`src/rtl/eth_sched_pkg.sv`:
```
// ---------------------------------------------------------------------------
// eth_sched_pkg
// Shared types and constants for the Ethernet packet scheduler.
//   state_t       : scheduler FSM states
//   HDR_BYTES     : bytes in the frame header (magic, channel, seq hi, seq lo)
//   SEQ_W         : width of the per-packet sequence number
//   CH_W          : width of a channel index (up to 8 requesters)
//   DEFAULT_MAGIC : default value of header byte 0
// ---------------------------------------------------------------------------
package eth_sched_pkg;

    typedef enum logic [2:0] {
        IDLE,
        ARB,
        HDR,
        PAYLOAD,
        CSUM,
        GAP
    } state_t;

    localparam int         HDR_BYTES     = 4;
    localparam int         SEQ_W         = 16;
    localparam int         CH_W          = 3;
    localparam logic [7:0] DEFAULT_MAGIC = 8'hA5;

endpackage

```
`src/rtl/eth_packet_scheduler_rr_arbiter.sv`:
```
// ---------------------------------------------------------------------------
// rr_arbiter
// Combinational round-robin grant. Searches req starting at ptr+1 (mod N)
// and returns the first requester found.
//   req       in  N     request vector
//   ptr       in  CH_W  index of the previously granted requester
//   gnt       out CH_W  granted index (0 when nothing requests)
//   gnt_valid out 1     at least one request present
// ---------------------------------------------------------------------------
module rr_arbiter
    import eth_sched_pkg::*;
#(
    parameter int N = 4
) (
    input  logic [N-1:0]    req,
    input  logic [CH_W-1:0] ptr,
    output logic [CH_W-1:0] gnt,
    output logic            gnt_valid
);

    // cand[k] is the channel examined k-th in the rotated search order.
    logic [CH_W-1:0] cand [N];

    genvar gi;
    generate
        for (gi = 0; gi < N; gi++) begin : g_cand
            assign cand[gi] = CH_W'((int'(ptr) + gi + 1) % N);
        end
    endgenerate

    // Walk the order backwards so the earliest candidate overrides later ones.
    always_comb begin
        gnt       = '0;
        gnt_valid = 1'b0;
        for (int k = N - 1; k >= 0; k--) begin
            for (int j = 0; j < N; j++) begin
                if (req[j] && (cand[k] == CH_W'(j))) begin
                    gnt       = cand[k];
                    gnt_valid = 1'b1;
                end
            end
        end
    end

endmodule

```
`src/rtl/eth_packet_scheduler.sv`:
```
// ---------------------------------------------------------------------------
// eth_packet_scheduler
// Shares the UDP transmit path between NUM_CH first-word-fall-through byte
// FIFOs. Each grant produces one contiguous frame: MAGIC, channel, seq[15:8],
// seq[7:0], then PAYLOAD_BYTES payload bytes, followed by at least
// GAP_CYCLES idle cycles.
//
// Build option: define ETH_SCHED_CHECKSUM_EN to append one XOR byte over the
// payload (padding included) after the last payload byte.
//
// Ports
//   clk        in   125 MHz clock
//   rst        in   asynchronous active-high reset
//   enable     in   packets may start while high
//   ch_ready   in   per-channel "a full payload is buffered"
//   ch_empty   in   per-channel FIFO empty
//   ch_dout    in   per-channel FWFT byte, channel i at [8i+7:8i]
//   ch_rd_en   out  one-hot pop strobe
//   tx_valid   out  high for the whole frame
//   tx_data    out  frame byte
//   tx_busy    in   UDP transmitter still sending (checked only in IDLE)
//   active_ch  out  channel of the current / last packet
//   pkt_count  out  packets completed since reset (wraps)
//   underflow  out  sticky: a pop hit an empty FIFO
// ---------------------------------------------------------------------------
module eth_packet_scheduler
    import eth_sched_pkg::*;
#(
    parameter int         NUM_CH        = 4,
    parameter int         PAYLOAD_BYTES = 1024,
    parameter int         GAP_CYCLES    = 16,
    parameter logic [7:0] MAGIC         = DEFAULT_MAGIC
) (
    input  logic                clk,
    input  logic                rst,
    input  logic                enable,
    input  logic [NUM_CH-1:0]   ch_ready,
    input  logic [NUM_CH-1:0]   ch_empty,
    input  logic [NUM_CH*8-1:0] ch_dout,
    output logic [NUM_CH-1:0]   ch_rd_en,
    output logic                tx_valid,
    output logic [7:0]          tx_data,
    input  logic                tx_busy,
    output logic [2:0]          active_ch,
    output logic [31:0]         pkt_count,
    output logic                underflow
);

    state_t            state_reg, state_next;
    logic [31:0]       cnt_reg, cnt_next;
    logic [CH_W-1:0]   rr_ptr_reg, rr_ptr_next;
    logic [CH_W-1:0]   active_ch_reg, active_ch_next;
    logic [SEQ_W-1:0]  seq_reg, seq_next;
    logic [31:0]       pkt_count_reg, pkt_count_next;
    logic              underflow_reg, underflow_next;
    logic [7:0]        tx_data_reg, tx_data_next;
`ifdef ETH_SCHED_CHECKSUM_EN
    logic [7:0]        csum_reg, csum_next;
`endif

    logic [CH_W-1:0]   gnt;
    logic              gnt_valid;
    logic [NUM_CH-1:0] ch_sel;
    logic              sel_empty;
    logic [7:0]        sel_dout;
    logic [7:0]        payload_byte;
    logic              pop_slot;

    rr_arbiter #(
        .N (NUM_CH)
    ) u_arb (
        .req       (ch_ready),
        .ptr       (rr_ptr_reg),
        .gnt       (gnt),
        .gnt_valid (gnt_valid)
    );

    genvar gi;
    generate
        for (gi = 0; gi < NUM_CH; gi++) begin : g_sel
            assign ch_sel[gi] = (active_ch_reg == CH_W'(gi));
        end
    endgenerate

    assign sel_empty = |(ch_sel & ch_empty);

    always_comb begin
        sel_dout = 8'h00;
        for (int j = 0; j < NUM_CH; j++) begin
            if (ch_sel[j]) begin
                sel_dout = ch_dout[8*j +: 8];
            end
        end
    end

    // An empty FIFO is padded with zero so the frame length never changes.
    assign payload_byte = sel_empty ? 8'h00 : sel_dout;

    always_comb begin
        state_next     = state_reg;
        cnt_next       = cnt_reg;
        rr_ptr_next    = rr_ptr_reg;
        active_ch_next = active_ch_reg;
        seq_next       = seq_reg;
        pkt_count_next = pkt_count_reg;
        underflow_next = underflow_reg;
        tx_data_next   = tx_data_reg;
`ifdef ETH_SCHED_CHECKSUM_EN
        csum_next      = csum_reg;
`endif
        pop_slot       = 1'b0;

        case (state_reg)
            IDLE: begin
                if (enable && !tx_busy && (|ch_ready)) begin
                    state_next = ARB;
                end
            end

            ARB: begin
                // A request that vanished since IDLE simply aborts the grant.
                if (gnt_valid) begin
                    active_ch_next = gnt;
                    rr_ptr_next    = gnt;
                    tx_data_next   = MAGIC;
                    cnt_next       = '0;
`ifdef ETH_SCHED_CHECKSUM_EN
                    csum_next      = 8'h00;
`endif
                    state_next     = HDR;
                end else begin
                    state_next = IDLE;
                end
            end

            // tx_data is a register, so each state cycle loads the byte shown
            // next. The last header cycle therefore already pops payload byte 0,
            // which lets it follow header byte 3 without a bubble.
            HDR: begin
                cnt_next = cnt_reg + 32'd1;
                if (cnt_reg == 32'd0) begin
                    tx_data_next = {5'b0, active_ch_reg};
                end else if (cnt_reg == 32'd1) begin
                    tx_data_next = seq_reg[SEQ_W-1 -: 8];
                end else if (cnt_reg == 32'd2) begin
                    tx_data_next = seq_reg[7:0];
                end else if (cnt_reg == 32'(HDR_BYTES - 1)) begin
                    pop_slot     = 1'b1;
                    tx_data_next = payload_byte;
                    cnt_next     = '0;
                    state_next   = PAYLOAD;
                end
            end

            PAYLOAD: begin
                if (cnt_reg == 32'(PAYLOAD_BYTES - 1)) begin
`ifdef ETH_SCHED_CHECKSUM_EN
                    tx_data_next   = csum_reg;
                    state_next     = CSUM;
`else
                    tx_data_next   = 8'h00;
                    cnt_next       = '0;
                    pkt_count_next = pkt_count_reg + 32'd1;
                    seq_next       = seq_reg + 16'd1;
                    state_next     = GAP;
`endif
                end else begin
                    pop_slot     = 1'b1;
                    tx_data_next = payload_byte;
                    cnt_next     = cnt_reg + 32'd1;
                end
            end

`ifdef ETH_SCHED_CHECKSUM_EN
            CSUM: begin
                tx_data_next   = 8'h00;
                cnt_next       = '0;
                pkt_count_next = pkt_count_reg + 32'd1;
                seq_next       = seq_reg + 16'd1;
                state_next     = GAP;
            end
`endif

            GAP: begin
                if (cnt_reg == 32'(GAP_CYCLES - 1)) begin
                    state_next = IDLE;
                end else begin
                    cnt_next = cnt_reg + 32'd1;
                end
            end

            default: begin
                state_next = IDLE;
            end
        endcase

        if (pop_slot) begin
            if (sel_empty) begin
                underflow_next = 1'b1;
            end
`ifdef ETH_SCHED_CHECKSUM_EN
            csum_next = csum_next ^ payload_byte;
`endif
        end
    end

    always_ff @(posedge clk or posedge rst) begin
        if (rst) begin
            state_reg     <= IDLE;
            cnt_reg       <= '0;
            rr_ptr_reg    <= CH_W'(NUM_CH - 1);
            active_ch_reg <= '0;
            seq_reg       <= '0;
            pkt_count_reg <= '0;
            underflow_reg <= 1'b0;
            tx_data_reg   <= 8'h00;
`ifdef ETH_SCHED_CHECKSUM_EN
            csum_reg      <= 8'h00;
`endif
        end else begin
            state_reg     <= state_next;
            cnt_reg       <= cnt_next;
            rr_ptr_reg    <= rr_ptr_next;
            active_ch_reg <= active_ch_next;
            seq_reg       <= seq_next;
            pkt_count_reg <= pkt_count_next;
            underflow_reg <= underflow_next;
            tx_data_reg   <= tx_data_next;
`ifdef ETH_SCHED_CHECKSUM_EN
            csum_reg      <= csum_next;
`endif
        end
    end

    // Pops are suppressed on an empty FIFO; the byte is padded instead.
    assign ch_rd_en  = (pop_slot && !sel_empty) ? ch_sel : '0;
`ifdef ETH_SCHED_CHECKSUM_EN
    assign tx_valid  = (state_reg == HDR) || (state_reg == PAYLOAD) || (state_reg == CSUM);
`else
    assign tx_valid  = (state_reg == HDR) || (state_reg == PAYLOAD);
`endif
    assign tx_data   = tx_data_reg;
    assign active_ch = active_ch_reg;
    assign pkt_count = pkt_count_reg;
    assign underflow = underflow_reg;

endmodule

```
`config.mk`:
```
export PLATFORM = sky130hd
export DESIGN_NAME = eth_packet_scheduler
export DESIGN_NICKNAME = d
export VERILOG_FILES = /design/src/rtl/eth_sched_pkg.sv /design/src/rtl/eth_packet_scheduler_rr_arbiter.sv /design/src/rtl/eth_packet_scheduler.sv
export SDC_FILE = /design/constraint.sdc
export NUM_CORES = 1
export LEC_CHECK = 0
export BUFFER_PORTS_ARGS = -buffer_cell sky130_fd_sc_hd__buf_2
export CAP_MARGIN = 30
export CORE_MARGIN = 2
export CORE_UTILIZATION = 55
export DETAILED_ROUTE_END_ITERATION = 10
export PLACE_DENSITY = 0.88
export SLEW_MARGIN = 5
export SYNTH_ARGS = -nofsm -noshare
export SYNTH_HDL_FRONTEND = slang
export SYNTH_HIERARCHICAL = 1
export SYNTH_SLANG_ARGS = --single-unit
```
`constraint.sdc`:
```
create_clock -name clk -period 5 [get_ports clk]
set_clock_uncertainty 0.05 [all_clocks]
set_input_delay 0.5 -clock clk [delete_from_list [all_inputs] [get_ports clk]]
set_output_delay 0.5 -clock clk [all_outputs]
set_load 0.02 [all_outputs]
```
After elaboration in Yosys (flattened, before gate mapping)

Index checks and enable logic that the tools add are counted.

Register bits: 98
Bits of input ports: 44
Output and inout bits: 49
Word-level logic and storage cells: 167

$add $sub $neg: 9
Eq/ne operators: 34
Multiplexer cells: 68
Bitwise gates (word level): 5
Reductions and logical operators: 43

Operators with widths:

| cell                                                              | number |
|---|---|
| 32-bit two-way mux                                                | 7 |
| 32-bit one-hot mux with 4 select lines                            | 1 |
| 32-bit by 2-bit adder with 32-bit output, second input constant   | 3 |
| 8-bit two-way mux                                                 | 11 |
| 3-bit two-way mux                                                 | 23 |
| 32-bit by 1-bit adder with 32-bit output, second input constant   | 2 |
| 32-bit by 2-bit == test with 1-bit output, second input constant  | 2 |
| 3-bit by 2-bit == test with 1-bit output, second input constant   | 12 |
| 32-bit by 1-bit == test with 1-bit output, second input constant  | 1 |
| 32-bit by 10-bit == test with 1-bit output, second input constant | 1 |
| 32-bit by 4-bit == test with 1-bit output, second input constant  | 1 |
| 32-bit logical NOT                                                | 1 |
| 8-bit one-hot mux with 3 select lines                             | 1 |
| 1-bit two-way mux                                                 | 21 |
| 1-bit logical AND                                                 | 19 |
| 3-bit by 1-bit == test with 1-bit output, second input constant   | 6 |
| 3-bit logical NOT                                                 | 6 |
| 2-bit != test, second input constant                              | 9 |
| 16-bit by 1-bit adder with 16-bit output, second input constant   | 1 |
| 3-bit one-hot mux with 5 select lines                             | 1 |
| 3-bit by 2-bit adder with 4-bit output, second input constant     | 2 |
| 2-bit OR reduction                                                | 4 |
| 4-bit OR reduction                                                | 2 |
| 7-bit AND reduction                                               | 1 |
| other kinds (15)                                                  | 21 |

Longest topological paths before layout

Depth after elaboration: 24
Depth in mapped cells: 11
Mapped depth without buffers: 10

By module

Netlist, hierarchy kept.

Modules (own cells, without submodules):

| module               | instances | cells each | area each (µm²) | seq. area each (µm²) |
|---|---|---|---|---|
| eth_packet_scheduler | 1         | 600        | 5,828.1         | 2,429.8 |
| rr_arbiter           | 1         | 32         | 226.5           | 0.0 |

Least setup slack after synthesis

No wires, ideal clock.

Kind: register -> register
From: register rr_ptr_reg[0]
To: register tx_data_reg[0] (netlist: tx_data[0])
Library setup time: 0.121 ns
Data arrival time: 2.820 ns
Setup slack: 2.009 ns
Stages on the path, launching flop included: 11
Path buffers: 1
Period minus slack after synthesis: 2.991 ns
Cell sequence: dfstp_2 -> inv_1 -> ha_1 -> a22o_1 -> or2_1 -> or4_1 -> a21oi_1 -> or2_0 -> clkbuf_1 -> nor2_1 -> o22a_1

Cells in the longest elaborated chain, start to end: 24

RTL lines:

| what                                     | RTL line                              | source |
|---|---|---|
| from (decl)                              | eth_packet_scheduler.sv:51            | `logic [CH_W-1:0] rr_ptr_reg, rr_ptr_next;` |
| from (signal assigned)                   | eth_packet_scheduler.sv:211           | `rr_ptr_reg <= CH_W'(NUM_CH - 1);` |
| from (signal assigned)                   | eth_packet_scheduler.sv:223           | `rr_ptr_reg <= rr_ptr_next;` |
| 3-bit by 2-bit adder with 4-bit output   | eth_packet_scheduler_rr_arbiter.sv:27 | `assign cand[gi] = CH_W'((int'(ptr) + gi + 1) % N);` |
| 32-bit by 2-bit adder with 32-bit output | eth_packet_scheduler_rr_arbiter.sv:27 |  |
| 2-bit OR reduction (no line)             | --                                    |  |
| 1-bit bitwise AND (no line)              | --                                    |  |
| 3-bit logical NOT                        | eth_packet_scheduler_rr_arbiter.sv:37 | `if (req[j] && (cand[k] == CH_W'(j))) begin` |
| 1-bit logical AND                        | eth_packet_scheduler_rr_arbiter.sv:37 |  |
| 1-bit two-way mux (15 in a row)          | eth_packet_scheduler_rr_arbiter.sv:37 |  |
| 1-bit two-way mux *                      | eth_packet_scheduler_rr_arbiter.sv:37 |  |
| named net gnt_valid                      | eth_packet_scheduler.sv:62            | `logic gnt_valid;` |
| 2-bit != test (no line) *                | --                                    |  |
| 3-bit AND reduction (no line) *          | --                                    |  |
| to (signal assigned)                     | eth_packet_scheduler.sv:228           | `tx_data_reg <= tx_data_next;` |
| to (decl)                                | eth_packet_scheduler.sv:56            | `logic [7:0] tx_data_reg, tx_data_next;` |

Mark *: on every way through the listed nets, which the timed path passes. The rest lies on a longest branch.
A chain may end at the register's enable or synchronous reset.

Final worst setup path

From: register rr_ptr_reg[0]
To: register cnt_reg[7]

Cells in the longest elaborated chain, start to end: 24

RTL lines:

| what                                     | RTL line                              | source |
|---|---|---|
| 3-bit by 2-bit adder with 4-bit output   | eth_packet_scheduler_rr_arbiter.sv:27 |  |
| 32-bit by 2-bit adder with 32-bit output | eth_packet_scheduler_rr_arbiter.sv:27 |  |
| 2-bit OR reduction (no line)             | --                                    |  |
| 1-bit bitwise AND (no line)              | --                                    |  |
| 3-bit logical NOT                        | eth_packet_scheduler_rr_arbiter.sv:37 |  |
| 1-bit logical AND                        | eth_packet_scheduler_rr_arbiter.sv:37 |  |
| 1-bit two-way mux (15 in a row)          | eth_packet_scheduler_rr_arbiter.sv:37 |  |
| 1-bit two-way mux *                      | eth_packet_scheduler_rr_arbiter.sv:37 |  |
| named net gnt_valid                      | eth_packet_scheduler.sv:62            |  |
| 2-bit != test (no line) *                | --                                    |  |
| 3-bit AND reduction (no line) *          | --                                    |  |
| to (signal assigned)                     | eth_packet_scheduler.sv:222           | `cnt_reg <= cnt_next;` |
| to (decl)                                | eth_packet_scheduler.sv:50            | `logic [31:0] cnt_reg, cnt_next;` |

Marks and branches as above.

==> reports/qor_table.md <==
| Parameter | Reported | Unit |
|---|---|---|
| Critical path startpoint category | register | - |
| Max Buffers Root-to-Sink | 2 | - |
| Cell area reported after detailed placement | 6570 | sq um |
| Largest net degree at the start of global routing | 52 | - |
| Unrepaired setup endpoints after global routing | no | - |
| Synthesis-to-layout area growth | 11.6 | % |
| Cells traversed along the worst timing path | inv_1, ha_1, a22o_1, or2_1, or4_1, a21oi_1, or2_0, a2111oi_0, xnor2_1, nor2_1 | - |
| Sum of negative setup slack | 0 | ns |
| Remaining antenna violation count after routing | 0 | - |
| Sw Share | 0.239 | - |
| Maximum single-stage delay on the critical path | 0.67 | ns |
| Class of the most critical setup path | reg2reg | - |
| Total Die Area | 11900 | sq um |
| Clock Sink Count | 97 | - |
| Final instance area | 6760 | sq um |
| First-pass detailed-route iteration total | 5 | - |
| Post-route minimum period | 3.60 | ns |
| Instance count of the mapped netlist | 632 | - |
| Clock insertion delay at the later pin of the skew report | 0.38 | ns |
| Height of the die | 109 | microns |
| Final weighted congestion of routability-driven global placement | 0.901 | - |
| Initial Util | 0.561 | - |
| Worst Setup End Kind | register | - |
| Power share of the combinational group | 0.048 | - |
| Syn. warnings | 6 | - |
| Normalized max-slew margin | 0.419 | - |
| VDD IR-drop max | 0.000133 | V |
| ANT cells | 0 | - |
| Hold WC Path Type | in2async | - |
| Proportion of power drawn by the clock network | 0.378 | - |
| Hold buffers post-CTS | 0 | - |
| CP max-delay cell | sky130_fd_sc_hd__or2_0 | - |
| Main flop type after synthesis | sky130_fd_sc_hd__dfrtp_1 | - |
| Internal Dissipation | 1.05 | mW |
| Combined global-route utilization of all metal layers | 0.262 | - |
| Total via count after detailed routing | 5451 | - |
| Leakage power | 3.01 | nW |
| Reg clk slew, reported paths | 0.10 | ns |
| Aggregate routed wire length | 15100 | microns |
| #FFs+latches synth | 97 | - |
| Fraction of final layout cells with drive strength greater than 1 | 0.221 | - |
| Row count | 38 | - |
| Share of the clock period used by the worst path | 0.721 | - |
| Number of buffers inserted during clock tree synthesis | 9 | - |
| Buffer cell driving the clock tree root | sky130_fd_sc_hd__clkbuf_8 | - |
| Initial antenna violation count | 0 | - |
| Post-detailed-route via-to-cell ratio | 6.41 | - |
| Slew Viols, Final | 0 | - |
| Part of the total power dissipated in sequential elements | 0.574 | - |
| Global-route wire length before repair | 24800 | microns |
| I/O pin count | 93 | - |
| Sequential area share after synthesis | 0.401 | - |
| Post-synth EDFFs | 0 | - |
| Post-cts sizing count | 0 | - |
| Die boundary width | 109 | microns |
| Vias in the first global route | 5179 | - |
| Critical path peak fanout | 14 | - |
| Run status | finished clean | - |
| PortBufs | 92 | - |
| Net switching power | 0.329 | mW |
| Final-report setup violation count | 0 | - |
| Transition at the pin with the smallest max-transition slack | 0.871 | ns |
| Overflow left after global routing | 0 | - |
| Final Hold Viols | 0 | - |
| Power density over cell area | 203 | nW/um^2 |
| Distinct cells, synth | 79 | - |
| Avg Inst Size Synth | 9.58 | sq um |
| Post-Syn Area | 6050 | sq um |
| HPWL Detailed | 10700 | microns |
| Number of post-CTS setup repair buffers | 0 | - |
| Per-cell routed wire length | 17.8 | microns |
| Ys async rst share | 1.00 | - |
| Net count, final | 760 | - |
| Timing-limited maximum frequency | 0.277 | GHz |
| Residual DRC | 0 | - |
| Number of DRC markers after the initial detailed-route iteration | 641 | - |
| Worst endpoint data arrival time | 3.82 | ns |
| Core region area | 10800 | sq um |
| Total nets after synthesis | 686 | - |
| Clock H-tree levels | 3 | - |
| Critical path data required time | 5.22 | ns |
| Max cap viols | 0 | - |
| TritonCTS clock tree | yes | - |
-- routing by layer --
layer  wire length (microns)  GRT usage  vias up  part of all wire
li1                        -          -     2502                 -
met3                     925     0.0305       30             0.061
met5                       0          0        -                 0
met2                    7560      0.450      230              0.50
met4                     283     0.0842        0             0.019
met1                    6330      0.344     2689              0.42
-- final timing paths --
path / cells after the start / end / slack [ns] / startpoint
setup / recovery: 10 / cnt_reg[7] / 1.40 / rr_ptr_reg[0]
hold / removal: 2 / pkt_count[21] / 0.18 / rst
setup reg to reg: 10 / cnt_reg[7] / 1.40 / rr_ptr_reg[0]
hold reg to reg: 2 / underflow / 0.43 / underflow
max in group asynchronous: 3 / tx_data[7] / 3.57 / rst
min in group clk: 2 / underflow / 0.43 / underflow
-- cells in the mapped netlist, types with 3 or more instances --
| cell | number | share of area |
|---|---|---|
| sky130_fd_sc_hd__dfrtp_1 | 95 | 0.39 |
| sky130_fd_sc_hd__nand2_1 | 51 | 0.032 |
| sky130_fd_sc_hd__nor2_1 | 40 | 0.025 |
| sky130_fd_sc_hd__nand4_1 | 36 | 0.037 |
| sky130_fd_sc_hd__xor2_1 | 35 | 0.051 |
| sky130_fd_sc_hd__xnor2_1 | 29 | 0.042 |
| sky130_fd_sc_hd__nand3_1 | 28 | 0.023 |
| sky130_fd_sc_hd__a21oi_1 | 25 | 0.021 |
| sky130_fd_sc_hd__inv_1 | 25 | 0.015 |
| sky130_fd_sc_hd__nor4_1 | 20 | 0.021 |
| sky130_fd_sc_hd__nor3_1 | 17 | 0.014 |
| sky130_fd_sc_hd__buf_2 | 15 | 0.012 |
| sky130_fd_sc_hd__o21ai_0 | 15 | 0.012 |
| sky130_fd_sc_hd__clkbuf_1 | 13 | 0.0081 |
| sky130_fd_sc_hd__and2_1 | 12 | 0.012 |
| sky130_fd_sc_hd__o211ai_1 | 11 | 0.014 |
| sky130_fd_sc_hd__and3_1 | 10 | 0.010 |
| sky130_fd_sc_hd__ha_1 | 10 | 0.021 |
| sky130_fd_sc_hd__nor4_2 | 10 | 0.021 |
| sky130_fd_sc_hd__or4_1 | 9 | 0.011 |
| sky130_fd_sc_hd__or3_1 | 8 | 0.0083 |
| sky130_fd_sc_hd__a22oi_1 | 7 | 0.0087 |
| sky130_fd_sc_hd__mux4_2 | 7 | 0.026 |
| sky130_fd_sc_hd__o31ai_1 | 7 | 0.0087 |
| sky130_fd_sc_hd__nor2b_1 | 6 | 0.0062 |
| sky130_fd_sc_hd__a31oi_1 | 5 | 0.0052 |
| sky130_fd_sc_hd__and4_1 | 4 | 0.0058 |
| sky130_fd_sc_hd__nand3b_1 | 4 | 0.0050 |
| sky130_fd_sc_hd__nor4_4 | 4 | 0.014 |
| sky130_fd_sc_hd__a221oi_1 | 3 | 0.0043 |
| sky130_fd_sc_hd__a311oi_1 | 3 | 0.0043 |
| sky130_fd_sc_hd__nand2b_1 | 3 | 0.0031 |
| sky130_fd_sc_hd__nor3b_1 | 3 | 0.0037 |
-- cell families after synthesis --
family                   Yosys count  share of synthesized area
adder cells (fa/ha/maj)           10                     0.0207
buffers and inverters             58                     0.0415
XOR/XNOR                          64                     0.0926
other                              1                   0.000619
AND/OR/NAND/NOR                  284                      0.285
flip-flops                        97                      0.401
AO/OA/AOI/OAI                    107                      0.125
multiplexers                      11                     0.0331
-- cell type report --
cell class / instances / area, sq um
Sequential cell: 97 / 2430
Clock buffer: 9 / 124
Inverter: 25 / 95.1
Multi-Input combinational cell: 477 / 3380
Clock inverter: 6 / 66.3
Fill cell: 831 / 4040
Tap cell: 140 / 175
Timing Repair Buffer: 96 / 490
-- critical path, delay by kind of cell (launching register included) --
kind / cells / cell delay [ns]
fa+ha+maj: 1 / 0.25
simple gates: 4 / 1.50
flops: 1 / 0.59
buf+inv: 1 / 0.08
xor+xnor: 1 / 0.21
compound gates: 3 / 0.81
-- power by group through the flow --
stage,Combinational [mW],Clock [mW],Sequential [mW]
after floorplan,0.0325,0,0.808
after global placement,0.0636,0,0.805
after detailed placement,0.0666,0,0.805
after CTS,0.0669,0.518,0.789
after global routing,0.0732,0.554,0.790
final,0.0659,0.520,0.789
-- placed cells by master, fill, tap and decap left out, drive strengths merged, types with 5 or more instances in the layout --
cell,Yosys,layout
a21oi,25,25
a22oi,7,7
a31oi,5,5
and2,12,12
and3,10,10
buf,20,96
clkbuf,13,9
dfrtp,95,95
ha,10,10
inv,25,26
mux4,7,7
nand2,52,52
nand3,31,31
nand4,38,38
nor2,40,40
nor2b,6,6
nor3,19,19
nor4,34,34
o211ai,11,11
o21ai,17,17
o31ai,8,8
or3,8,8
or4,11,11
xnor2,29,29
xor2,35,35
-- per-stage QoR --
| step | instances | util | worst slack [ns] | hold WS [ns] | power (mW) |
|---|---|---|---|---|---|
| 6_report | 850 | 0.626 | 1.40 | 0.185 | 1.38 |
| 5_1_grt | 850 | 0.626 | 1.19 | 0.271 | 1.42 |
| 4_1_cts | 850 | 0.626 | 1.46 | 0.237 | 1.37 |
| 3_5_place_dp | 835 | 0.609 | 1.48 | 0.420 | 0.871 |
| 3_3_place_gp | 835 | 0.609 | 1.60 | 0.405 | 0.868 |
| 2_1_floorplan | 632 | - | 1.92 | 0.408 | 0.841 |
(Power assumes the default switching activity.)
